===== src/rtl/iomem_word_master_pkg.sv =====
// iomem_word_master_pkg: iomem line types, lane geometry and word-master FSM states
// Shared by every iomem initiator; the line is fixed at 128 bits (four 32-bit lanes).
package iomem_word_master_pkg;
  localparam int BLK_W  = 128;
  localparam int LANES  = BLK_W / 32;
  localparam int LANE_W = $clog2(LANES);
  typedef struct packed {
    logic               valid;
    logic [31:0]        addr;
    logic [BLK_W-1:0]   data;
    logic [BLK_W/8-1:0] rw;
  } iomem_req_t;
  typedef struct packed {
    logic             valid;
    logic             ready;
    logic [BLK_W-1:0] data;
  } iomem_res_t;
  typedef enum logic [1:0] {WM_IDLE, WM_REQ, WM_RSP} wm_state_e;
endpackage


===== src/rtl/iomem_lane_steer.sv =====
// iomem_lane_steer: maps one 32-bit word onto a lane of an iomem line and back
// Ports: i_lane word lane in the line, i_wstrb/i_wdata store strobes and data,
//        i_line line read data; o_rw line byte strobes, o_data replicated store
//        data, o_word the selected lane of i_line.
module iomem_lane_steer
  import iomem_word_master_pkg::*;
#(
  parameter int BLK_SIZE = BLK_W
) (
  input  logic [LANE_W-1:0]     i_lane,
  input  logic [3:0]            i_wstrb,
  input  logic [31:0]           i_wdata,
  input  logic [BLK_SIZE-1:0]   i_line,
  output logic [BLK_SIZE/8-1:0] o_rw,
  output logic [BLK_SIZE-1:0]   o_data,
  output logic [31:0]           o_word
);
  localparam int RW_W = BLK_SIZE / 8;
  assign o_rw   = RW_W'(i_wstrb) << {i_lane, 2'b00};
  assign o_data = {LANES{i_wdata}};
  assign o_word = i_line[{i_lane, 5'b00000} +: 32];
endmodule


===== src/rtl/iomem_word_master.sv =====
// iomem_word_master: turns single 32-bit client loads/stores into iomem line transactions
// Ports: clk_i/rst_i (async, active-high); cli_req_* client request with ready;
//        cli_rsp_* one-cycle response pulse with rdata/err; iomem_req_o/iomem_res_i
//        line bus toward the responder; busy_o high outside IDLE.
// Build option: define IOMEM_TIMEOUT_EN to abandon a REQ after TIMEOUT_CYCLES cycles
// and answer with err=1; otherwise REQ waits forever and err is tied low.
module iomem_word_master
  import iomem_word_master_pkg::*;
#(
  parameter int BLK_SIZE       = 128,
  parameter int TIMEOUT_CYCLES = 1024
) (
  input  logic        clk_i,
  input  logic        rst_i,
  input  logic        cli_req_valid_i,
  output logic        cli_req_ready_o,
  input  logic [31:0] cli_addr_i,
  input  logic        cli_we_i,
  input  logic [3:0]  cli_wstrb_i,
  input  logic [31:0] cli_wdata_i,
  output logic        cli_rsp_valid_o,
  output logic [31:0] cli_rsp_rdata_o,
  output logic        cli_rsp_err_o,
  output iomem_req_t  iomem_req_o,
  input  iomem_res_t  iomem_res_i,
  output logic        busy_o
);
  wm_state_e             r_state, w_next;
  logic [31:2]           r_addr;
  logic                  r_we;
  logic [3:0]            r_wstrb;
  logic [31:0]           r_wdata, r_rdata;
  logic [BLK_SIZE/8-1:0] w_rw;
  logic [BLK_SIZE-1:0]   w_line;
  logic [31:0]           w_word;
  logic                  w_tmo, w_unused;
  assign w_unused = ^{cli_addr_i[1:0], iomem_res_i.ready, TIMEOUT_CYCLES == 0};
  iomem_lane_steer #(.BLK_SIZE(BLK_SIZE)) u_steer (
    .i_lane  (r_addr[3:2]),
    .i_wstrb (r_wstrb),
    .i_wdata (r_wdata),
    .i_line  (iomem_res_i.data),
    .o_rw    (w_rw),
    .o_data  (w_line),
    .o_word  (w_word)
  );
  always_ff @(posedge clk_i or posedge rst_i)
    if (rst_i) r_state <= WM_IDLE;
    else       r_state <= w_next;
  always_comb begin
    w_next          = r_state;
    cli_req_ready_o = 1'b0;
    cli_rsp_valid_o = 1'b0;
    cli_rsp_rdata_o = '0;
    busy_o          = 1'b1;
    iomem_req_o     = '0;
    case (r_state)
      WM_IDLE: begin
        cli_req_ready_o = !rst_i;
        busy_o          = 1'b0;
        // a store with no enabled bytes has nothing to put on the bus
        w_next          = !cli_req_valid_i ? WM_IDLE :
                          (cli_we_i && cli_wstrb_i == 4'h0) ? WM_RSP : WM_REQ;
      end
      WM_REQ: begin
        iomem_req_o.valid = 1'b1;
        iomem_req_o.addr  = {r_addr, 2'b00};
        iomem_req_o.data  = w_line;
        iomem_req_o.rw    = r_we ? w_rw : '0;
        w_next            = (iomem_res_i.valid || w_tmo) ? WM_RSP : WM_REQ;
      end
      WM_RSP: begin
        // bus valid stays low here, giving the responder one idle cycle
        cli_rsp_valid_o = 1'b1;
        cli_rsp_rdata_o = r_rdata;
        w_next          = WM_IDLE;
      end
      default: w_next = WM_IDLE;
    endcase
  end
  always_ff @(posedge clk_i or posedge rst_i)
    if (rst_i) begin
      r_addr  <= '0;
      r_we    <= 1'b0;
      r_wstrb <= '0;
      r_wdata <= '0;
      r_rdata <= '0;
    end else if (r_state == WM_IDLE && cli_req_valid_i) begin
      r_addr  <= cli_addr_i[31:2];
      r_we    <= cli_we_i;
      r_wstrb <= cli_wstrb_i;
      r_wdata <= cli_wdata_i;
      r_rdata <= '0;
    end else if (r_state == WM_REQ && iomem_res_i.valid) begin
      r_rdata <= r_we ? '0 : w_word;
    end
`ifdef IOMEM_TIMEOUT_EN
  logic [31:0] r_cnt;
  logic        r_err;
  // counter is zero outside REQ, so it starts from zero on every entry to REQ
  assign w_tmo = (r_state == WM_REQ) && !iomem_res_i.valid &&
                 (r_cnt == 32'(TIMEOUT_CYCLES - 1));
  always_ff @(posedge clk_i or posedge rst_i)
    if (rst_i) begin
      r_cnt <= '0;
      r_err <= 1'b0;
    end else begin
      r_cnt <= (r_state == WM_REQ && !iomem_res_i.valid) ? r_cnt + 32'd1 : '0;
      r_err <= (r_state == WM_IDLE) ? 1'b0 : (r_err | w_tmo);
    end
  assign cli_rsp_err_o = (r_state == WM_RSP) && r_err;
`else
  assign w_tmo         = 1'b0;
  assign cli_rsp_err_o = 1'b0;
`endif
endmodule


===== config.mk =====
export PLATFORM = sky130hd
export DESIGN_NAME = iomem_word_master
export DESIGN_NICKNAME = d
export VERILOG_FILES = /design/src/rtl/iomem_word_master_pkg.sv /design/src/rtl/iomem_lane_steer.sv /design/src/rtl/iomem_word_master.sv
export SDC_FILE = /design/constraint.sdc
export NUM_CORES = 1
export LEC_CHECK = 0
export ABC_AREA = 1
export ABC_CLOCK_PERIOD_IN_PS = 4030
export CORE_AREA = 2 2 159 161
export CTS_CLUSTER_SIZE = 40
export DETAILED_ROUTE_END_ITERATION = 10
export DIE_AREA = 0 0 161 163
export PLACE_DENSITY = 0.61
export SLEW_MARGIN = 25
export SYNTH_ARGS = -nofsm -noshare
export SYNTH_HDL_FRONTEND = slang
export SYNTH_SLANG_ARGS = --single-unit

===== constraint.sdc =====
create_clock -name clk_i -period 4.03 [get_ports clk_i]
set_clock_uncertainty 0.15 [all_clocks]
set_input_delay 0.403 -clock clk_i [delete_from_list [all_inputs] [get_ports clk_i]]
set_output_delay 0.403 -clock clk_i [all_outputs]
set_load 0.02 [all_outputs]

# After elaboration in Yosys (flattened, before gate mapping)
# Cells that the tools add are included.
# totals
regBits,101
input_bits,202
output_inout_bits,213
wordCells,30
# op_classes
n_eq_ne,2
shift,2
muxes,13
n_reduce_logical,7
# op_table
op,n
two-way mux 177 bit,1
two-way mux 32 bit,4
variable part select 128 x 8 -> 32 bit,1
two-way mux 16 bit,1
<< shifter 4 x 4 -> 16 bit,1
two-way mux 2 bit,3
logical NOT 4 bit,1
one-hot mux 2 bit (2 select lines),1
logical AND 1 bit,3
two-way mux 1 bit,3
"equality test 2 x 1 -> 1 bit, second input constant",1
"equality test 2 bit, second input constant",1
logical NOT 2 bit,1
nonzero test 2 bit,1
logical NOT 1 bit,1

# Depth between registers and ports, before layout
# logic_depth
depth_word,5
depth_mapped,8

# By module
# From an unflattened synthesis, not the netlist that was laid out.
# hier_totals
cells_unflattened,1448
area_unflattened_um2,8503.2
# modules_own_cells
mod,instances,cells_each,area_each_um2,seq_area_each_um2
iomem_word_master,1,922,5818.1,2527.4
iomem_lane_steer,1,526,2685.1,0.0

# Least setup slack after synthesis
# OpenSTA, ideal clock, no wires.
# synth_path
path_type,reg-to-output
startpoint,reg r_state[1]
endpoint,out iomem_req_o[100] (netlist bit)
arrival_time_ns,1.550
t_required_ns,3.477
slack_ns,1.927
stages_incl_launch_ff,6
n_path_buf,2
path_cell_list,dfrtp_1 > nor2_4 > inv_2 > clkbuf_1 > nor2_1 > buf_4
# synth_lines
element,line,source
from (decl),iomem_word_master.sv:28,"wm_state_e r_state, w_next;"
from (signal assigned),iomem_word_master.sv:49,else r_state <= w_next;
to (decl),iomem_word_master.sv:24,"output iomem_req_t iomem_req_o,"

==> impl_metrics.json <==
{
  "cts_hold_buf": 0,
  "min_path_type": "in2async",
  "grt_pass1_vias": 6729,
  "ys_seq_area_frac": 0.369,
  "post-route-period-util": 0.765,
  "synthCells": 1074,
  "core_area_um2": 24700,
  "cts_buffer_depth": 2,
  "mostFrequentLayoutCells": "clkdlybuf4s50_1 (408), nand2_1 (334), inv_1 (224), nor2_1 (112), dfrtp_1 (100)",
  "achievable-frequency_ghz": 0.324,
  "dr_total_vias": 6985,
  "hpwl_um": 17900,
  "relSlewSlack": 0.408,
  "gr-usage-met1": 0.216,
  "final_common_cell": "clkdlybuf4s50_1",
  "grt_busiest_layer": "met2",
  "irDropWorstVdd_v": 0.000339,
  "cp_max_fo": 45,
  "synth.avg_cell_area_um2": 6.37,
  "slowest_stage": "clkdlybuf4s50_1",
  "critPathLaunch": "r_state[1]",
  "grt_overflow": 0,
  "clkTransAtPathRegs_ns": 0.08,
  "grt_pass1_wl_um": 36000,
  "diodes": 0,
  "crit_type": "reg2out",
  "yosysUniqueCellTypes": 18,
  "crit_arrival_ns": 2.53,
  "power_leakage_nw": 5.23,
  "layout-drive-gt1-share": 0.0287,
  "fin_crit_ns": 3.08,
  "antenna_found_initial": 0,
  "ys_warn_count": 0,
  "cts_buffers": 9,
  "status": "finished clean",
  "cts_resized": 0,
  "syn2layout_area_growth_pct": 56.6,
  "final_hold_viol_count": 0,
  "use_met2": 0.299,
  "syn-cell-area_um2": 6850,
  "critPathMaxStageDelay_ns": 0.71,
  "postCtsSetupBuffers": 0,
  "slew_violations": 0,
  "crit_required_ns": 3.48,
  "rsz0062_at_grt": "false",
  "grt_max_degree": 117,
  "core.rowCount": 58,
  "track_usage": 0.174,
  "holdWs_ns": 0.292,
  "drt_iter0_markers": 336,
  "fin_util": 0.434,
  "avgViaCountPerCell": 4.14,
  "numClockSinks": 101,
  "finalSetupViolCount": 0,
  "die_area_um2": 26200,
  "pwr_density_cell_nw_per_um2": 560,
  "root_buffer": "clkbuf_16",
  "ios": 415,
  "h-tree-depth": 3,
  "use_met3": 0.0560,
  "start_util": 0.277,
  "wl_per_cell_um": 14.2,
  "die_x_um": 161,
  "drc": 0,
  "io_buffers": 408,
  "drv_cap": 0,
  "cts_tree": "built",
  "crit_chain": "nor2_4 -> inv_2 -> nor2_1 -> clkdlybuf4s50_1",
  "postRouteWirelength_um": 24000,
  "postRouteAntennaNets": 0,
  "fin_total_pwr_mw": 6.00,
  "setup_tns_ns": 0,
  "tightest_slew_ns": 0.887,
  "fin_ws_ns": 0.947,
  "fill_cells": 2598,
  "insertion_delay_ns": 0.35,
  "synth.ff_latch_count": 101,
  "critPathLaunchType": "flop",
  "place_ws_ns": 1.28,
  "first_pass_iters": 4,
  "timing.rr.start": "r_addr[2]",
  "fin_nets": 1556,
  "endpoint_kind": "output pin",
  "place.gp.congestion": 0.790,
  "die_h_um": 163
}
==> final cells by class <==
| type | instances | area, um2 | share of cell area |
|---|---|---|---|
| timing repair buffer | 418 | 4170 | 0.389 |
| tap | 330 | 413 | 0.0385 |
| sequential | 101 | 2530 | 0.236 |
| inverter | 232 | 875 | 0.0816 |
| clock buffer | 9 | 225 | 0.0210 |
| clock inverter | 7 | 78.8 | 0.00735 |
| multi-input combinational | 592 | 2430 | 0.227 |
==> where the power goes <==
part           internal [mW]  switching [mW]  leakage (nW)
registers               1.43           0.216          1.28
logic                   1.41            2.05          3.80
clock network          0.442           0.453         0.148
total                   3.29            2.72          5.23
==> worst paths after layout <==
path	to	slack, ns	cells past startpoint
setup / recovery	iomem_req_o[137]	0.95	4
hold / removal	r_addr[12]	0.29	2
setup reg to reg	r_rdata[23]	1.77	7
hold reg to reg	r_rdata[3]	0.33	2
max in group asynchronous	r_rdata[4]	2.59	3
min in group clk_i	r_rdata[3]	0.33	2
==> worst max-delay path, delay by kind of cell (launching register included) <==
| family | cells | cell delay, ns |
|---|---|---|
| buffers and inverters | 2 | 1.04 |
| and+or+nand+nor | 2 | 0.70 |
| DFF | 1 | 0.42 |
==> cells in the mapped netlist <==
master / n / area (um2)
inv_1: 225 / 845
nor2_1: 112 / 420
nand4_1: 1 / 6.26
buf_2: 32 / 160
dfrtp_1: 101 / 2530
nor2_4: 2 / 22.5
nand3_4: 1 / 17.5
conb_1: 1 / 3.75
nand2_1: 334 / 1250
buf_4: 102 / 766
o21ai_1: 62 / 310
inv_2: 7 / 26.3
nand3_1: 72 / 360
o21ai_0: 4 / 20.0
buf_6: 5 / 56.3
buf_1: 1 / 3.75
clkbuf_1: 11 / 41.3
nand2_2: 1 / 6.26
==> state kept, by name, indices dropped and copies added (netlist names) <==
register and cells:
r_rdata 32, r_wdata 32, r_addr 30, r_wstrb 4
r_state 2, r_we 1
==> cells by family after synthesis <==
family / count (synthesis) / synth area share
other cells: 1 / 0.000548
compound gates: 66 / 0.0482
flops: 101 / 0.369
simple gates: 523 / 0.305
buf+inv: 383 / 0.277
==> metal layers <==
metal,share of wire,vias up
li1,-,3554
met1,0.43,3150
met2,0.48,271
met3,0.086,10
met4,0.0065,0
met5,0,-
==> through the flow <==
stage / std cells / instance area [um2]
3_5_place_dp: 1673 / 10400
6_report: 1689 / 10700
5_1_grt: 1689 / 10700
3_3_place_gp: 1673 / 10400
4_1_cts: 1689 / 10700
2_1_floorplan: 1076 / 6850
Power figures use the tool's default switching activity.
